===== src/rtl/ram_port_arbiter.sv =====
// ram_port_arbiter: shares the two ports of a 128x8 true dual-port RAM among
// four requesters. After reset both ports clear the RAM to INIT_VAL, then up
// to two requests per cycle are granted in round-robin order, with same-address
// hazards between the two ports filtered out. Reads return one cycle later.
//
//   state  | meaning
//   S_INIT | clearing RAM, two words per cycle, no grants
//   S_RUN  | round-robin arbitration across both ports
module ram_port_arbiter #(
  parameter int            AW       = 7,
  parameter int            DW       = 8,
  parameter logic [DW-1:0] INIT_VAL = '0
) (
  input  logic            clk,
  input  logic            rst,
  input  logic [3:0]      req,
  input  logic [3:0]      we,
  input  logic [4*AW-1:0] addr,
  input  logic [4*DW-1:0] wdata,
  output logic [3:0]      gnt,
  output logic [3:0]      rvalid,
  output logic [4*DW-1:0] rdata,
  output logic            init_done,
  output logic [AW-1:0]   ram_a1,
  output logic [AW-1:0]   ram_a2,
  output logic [DW-1:0]   ram_d1,
  output logic [DW-1:0]   ram_d2,
  output logic            ram_wr1,
  output logic            ram_wr2,
  input  logic [DW-1:0]   ram_q1,
  input  logic [DW-1:0]   ram_q2
);

  typedef enum logic {S_INIT, S_RUN} state_t;

  state_t          state_q;
  logic [AW-2:0]   c_q;
  logic [1:0]      ptr_q;
  logic            init_done_q;
  logic [3:0]      rv_q;
  logic [3:0]      sel_q;
  logic [AW-1:0]   a1_q, a2_q;
  logic [DW-1:0]   d1_q, d2_q;

  logic            found_a, found_b;
  logic [1:0]      idx_a, idx_b, j;
  logic [3:0]      rv_d, sel_d;
  logic [1:0]      ptr_d;

  // Round-robin scan from ptr: first requester takes port A, the next one
  // that does not collide with A's address (unless both are reads) takes B.
  always_comb begin
    found_a = 1'b0;
    found_b = 1'b0;
    idx_a   = '0;
    idx_b   = '0;
    j       = '0;
    for (int k = 0; k < 4; k++) begin
      j = ptr_q + 2'(k);
      if (state_q == S_RUN && req[j]) begin
        if (!found_a) begin
          found_a = 1'b1;
          idx_a   = j;
        end else if (!found_b &&
                     ((addr[j*AW +: AW] != addr[idx_a*AW +: AW]) ||
                      (!we[j] && !we[idx_a]))) begin
          found_b = 1'b1;
          idx_b   = j;
        end
      end
    end
  end

  // Grant vector, read-return bookkeeping and next pointer.
  always_comb begin
    gnt   = '0;
    rv_d  = '0;
    sel_d = '0;
    ptr_d = ptr_q;
    if (found_a) begin
      gnt[idx_a] = 1'b1;
      rv_d[idx_a] = ~we[idx_a];
      ptr_d = idx_a + 2'd1;
    end
    if (found_b) begin
      gnt[idx_b] = 1'b1;
      rv_d[idx_b] = ~we[idx_b];
      sel_d[idx_b] = 1'b1;
      ptr_d = idx_b + 2'd1;
    end
  end

  // RAM port drive: clearing pattern in INIT, granted lanes or held values in RUN.
  // Write enables are forced low while rst is asserted.
  always_comb begin
    if (state_q == S_INIT) begin
      ram_a1  = {c_q, 1'b0};
      ram_a2  = {c_q, 1'b1};
      ram_d1  = INIT_VAL;
      ram_d2  = INIT_VAL;
      ram_wr1 = ~rst;
      ram_wr2 = ~rst;
    end else begin
      ram_a1  = found_a ? addr[idx_a*AW +: AW]  : a1_q;
      ram_d1  = found_a ? wdata[idx_a*DW +: DW] : d1_q;
      ram_wr1 = found_a & we[idx_a];
      ram_a2  = found_b ? addr[idx_b*AW +: AW]  : a2_q;
      ram_d2  = found_b ? wdata[idx_b*DW +: DW] : d2_q;
      ram_wr2 = found_b & we[idx_b];
    end
  end

  // Read data steering: each valid lane picks the port its read used.
  always_comb begin
    rdata = '0;
    for (int i = 0; i < 4; i++) begin
      if (rv_q[i]) rdata[i*DW +: DW] = sel_q[i] ? ram_q2 : ram_q1;
    end
  end

  assign rvalid    = rv_q;
  assign init_done = init_done_q;

  // Sequencer: clear counter, round-robin pointer, read pipeline, held port values.
  always_ff @(posedge clk or posedge rst) begin
    if (rst) begin
      state_q     <= S_INIT;
      c_q         <= '0;
      ptr_q       <= '0;
      init_done_q <= 1'b0;
      rv_q        <= '0;
      sel_q       <= '0;
      a1_q        <= '0;
      a2_q        <= AW'(1);
      d1_q        <= INIT_VAL;
      d2_q        <= INIT_VAL;
    end else begin
      a1_q  <= ram_a1;
      a2_q  <= ram_a2;
      d1_q  <= ram_d1;
      d2_q  <= ram_d2;
      rv_q  <= rv_d;
      sel_q <= sel_d;
      ptr_q <= ptr_d;
      case (state_q)
        S_INIT: begin
          c_q <= c_q + 1'b1;
          if (c_q == '1) begin
            state_q     <= S_RUN;
            init_done_q <= 1'b1;
          end
        end
        default: begin
          state_q <= S_RUN;
        end
      endcase
    end
  end

endmodule

===== config.mk =====
export PLATFORM = sky130hd
export DESIGN_NAME = ram_port_arbiter
export DESIGN_NICKNAME = d
export VERILOG_FILES = /design/src/rtl/ram_port_arbiter.sv
export SDC_FILE = /design/constraint.sdc
export NUM_CORES = 1
export LEC_CHECK = 0
export CAP_MARGIN = 10
export CORE_MARGIN = 3
export CORE_UTILIZATION = 50
export DETAILED_ROUTE_END_ITERATION = 6
export GPL_ROUTABILITY_DRIVEN = 0
export PLACE_DENSITY_LB_ADDON = 0.3
export SLEW_MARGIN = 20
export SYNTH_ARGS = -nofsm -noshare
export SYNTH_HDL_FRONTEND = slang
export SYNTH_SLANG_ARGS = --single-unit

===== constraint.sdc =====
create_clock -name clk -period 8.5 [get_ports clk]
set_input_delay 2.125 -clock clk [delete_from_list [all_inputs] [get_ports clk]]
set_output_delay 2.125 -clock clk [all_outputs]
set_load 0.01 [all_outputs]

==> impl_metrics.tcl <==
set metrics [dict create \
    status "completed" \
    boundaryPins 159 \
    drv_cap 0 \
    initial_core_util 0.518 \
    root_buffer "clkbuf_16" \
    cp_common_cell "buf_4" \
    final_common_cell "clkdlybuf4s50_1" \
    dieArea_um2 13300 \
    rr_worst_depth 22 \
    final_cell_mix "134 x clkdlybuf4s50_1, 94 x buf_4, 89 x mux2i_1" \
    synth_top_area_cell "dfrtp_1" \
    power_density_nw_per_um2 70.0 \
    path_max_fanout 8 \
    row_count 39 \
    antenna_found_initial 0 \
    synth_seq_cells 48 \
    synth_edf_count 0 \
    period_needed_ps 8380 \
    multi_input_area_um2 4780 \
    synth-seq-area-share 0.202 \
    nFillCells 695 \
    crit_type "input pin to primary output" \
    gr-total-overflow 0 \
    ctsHtreeMaxLevel 2 \
    syn_to_final_growth_pct 49.1 \
    layout.nets 1007 \
    cts_hold_buf 0 \
    start_kind "input pin" \
    tightestPinTransition_ps 999 \
    timing.final.crit_share 0.985 \
    grt_use_total 0.316 \
    die-width_um 115 \
    synth_top_area_frac 0.197 \
    cts_made_buffers 5 \
    die_y_um 115 \
    drt-initial-drc-count 804 \
    drive_gt1_frac 0.254 \
    diodes 0 \
    num_vias 7040 \
    max_stage_delay_ps 490 \
    hold_path_class "flop to flop" \
    seq_area_um2 1200 \
    synth_ff_type "dfrtp_1" \
    r2r_slack_ps 3410 \
    r2r_end "rvalid[0]" \
    whs_ps 479 \
    numPortBuffers 158 \
    cts_sinks 48 \
    yosys-top-cells-area "dfrtp_1 20%, mux2i_1 15%, mux4_2 10%" \
    final_hold_viol_count 0 \
    setup_tns_ps 0 \
    synthCells 695 \
    critPathRequiredTime_ps 6380 \
    relSlewSlack 0.333 \
    ant_nets 0 \
    crit_chain "dlymetal6s2s_1, nand2b_1, a21boi_2, nand2_1, o211ai_1, inv_2, buf_6, ha_4, inv_1, buf_4, mux4_2, xor2_1, nor2_1, a311oi_1, buf_4, nor3_1, a311oi_2, a31oi_4, buf_4, buf_4, buf_4, buf_4, a211oi_4, buf_2" \
    synth_area_um2 5970 \
    yosysWarnings 0 \
    clkLatencyLatePin_ps 290 \
    clk_pin_slew_ps 60 \
    avgViaCountPerCell 6.64 \
    syn_nets 785 \
    dr.pass1.iters 7 \
    syn_avg_cell_area_um2 8.58 \
    startpoint "req[2]" \
    drcViolationCount 0 \
    leakagePower_nw 3.67 \
    r2r_start "ptr_q[0]" \
    hpwl_mm 16.2 \
    first_global_vias 6762 \
    cpMaxStageDelayCell "mux4_2" \
    cts_tree "done" \
    grt_max_degree 49 \
    fmax_ghz 0.119 \
    endpoint "ram_d2[0]" \
    vdd_drop_max_mv 0.0864 \
    critical_path_arrival_ps 6250 \
    wl_per_cell_um 21.4 \
    fin_skew_ps 4.91 \
    setup_viol 0 \
    core_area_um2 11500 \
    ys_types 74 \
    grt_first_pass_wirelength_mm 33.9 \
    end_kind "primary output" \
    synth-async-reset-ratio 1.00 \
    drv_slew 0 \
    routed_wl_mm 22.7 \
    cts_max_path_buffers 2 \
]
[synthesized netlist by cell type, drive strengths merged, types with 3 or more instances]
cell	instances
a211oi	42
buf	26
a21oi	44
a311oi	6
nor2	46
nand2b	12
a21o	3
xnor2	11
o211a	3
a31oi	9
mux2	13
a22oi	8
ha	4
mux2i	89
nand2	47
xor2	15
o31ai	4
a21boi	3
dfrtp	47
o21ai	41
a311o	3
nor4	8
nand3	26
o22ai	8
clkbuf	24
or3	3
nor3	11
inv	20
and2	5
and3	6
mux4	27
o211ai	5
nor2b	50
[kinds of logic after synthesis]
group | share of synthesized area
AO/OA/AOI/OAI | 0.224
multiplexers | 0.276
adder cells (fa/ha/maj) | 0.00839
XOR/XNOR | 0.0382
buffers and inverters | 0.0562
flip-flops | 0.202
AND/OR/NAND/NOR | 0.196
[metrics by stage]
step	util	total power [mW]	std cells	cell area, um^2	setup WS (ps)
2_1_floorplan	-	0.313	695	5970	521
3_3_place_gp	0.717	0.396	1040	8260	-485
3_5_place_dp	0.717	0.401	1040	8260	-564
4_1_cts	0.742	0.609	1051	8550	-233
5_1_grt	0.772	0.639	1061	8890	-132
6_report	0.772	0.623	1061	8890	125
[how the worst min path moves through the flow]
| stage | startpoint | slack [ps] | endpoint | cells past startpoint |
|---|---|---|---|---|
| after floorplan | c_q[5] | 480 | c_q[5] | 1 |
| after global placement | init_done | 470 | init_done | 1 |
| after detailed placement | init_done | 460 | init_done | 1 |
| after CTS | init_done | 480 | init_done | 1 |
| after global routing | init_done | 510 | init_done | 1 |
| final | init_done | 480 | init_done | 1 |
[worst max-delay path: cells and delay by family]
kind | cells | cell delay (ps)
compound gates | 6 | 1250
xor+xnor | 1 | 260
fa+ha+maj | 1 | 170
buf+inv | 11 | 1600
mux | 1 | 490
simple gates | 4 | 360
[what timing repair did]
action | in CTS | in global routing
endpoints found under the setup margin | 20 | 20
gates resized for setup | 40 | 76
hold endpoints to repair | 0 | 0
gates cloned | 0 | 0
buffers inserted | 3 | 10
pin swaps | 9 | 29
[power breakdown]
| group | switching, mW | total, mW | internal (mW) |
|---|---|---|---|
| Sequential | 0.00141 | 0.230 | 0.229 |
| Clock | 0.0859 | 0.211 | 0.125 |
| Combinational | 0.0919 | 0.181 | 0.0893 |
[area by class of cell]
| class | instances | area share |
|---|---|---|
| inverter | 20 | 0.00872 |
| multi-input combinational | 577 | 0.537 |
| clock buffer | 8 | 0.0176 |
| timing repair buffer | 265 | 0.281 |
| sequential | 48 | 0.135 |
| tap | 143 | 0.0201 |
[per-layer routing]
layer,vias to the layer above,GRT usage,wire length (um)
met5,-,0,0
met4,0,0.128,1180
met3,127,0.0589,2320
met2,503,0.517,10800
met1,3346,0.414,8460
li1,3064,-,-
[sequential cells by signal, indices dropped and copies added (netlist names)]
register and flops:
state_q 1, sel_q 4, d1_q 8, c_q 6, rvalid 4, ptr_q 2, init_done 1, a1_q 7
d2_q 8, a2_q 7
No activity file was read; power rests on OpenSTA's default activity.
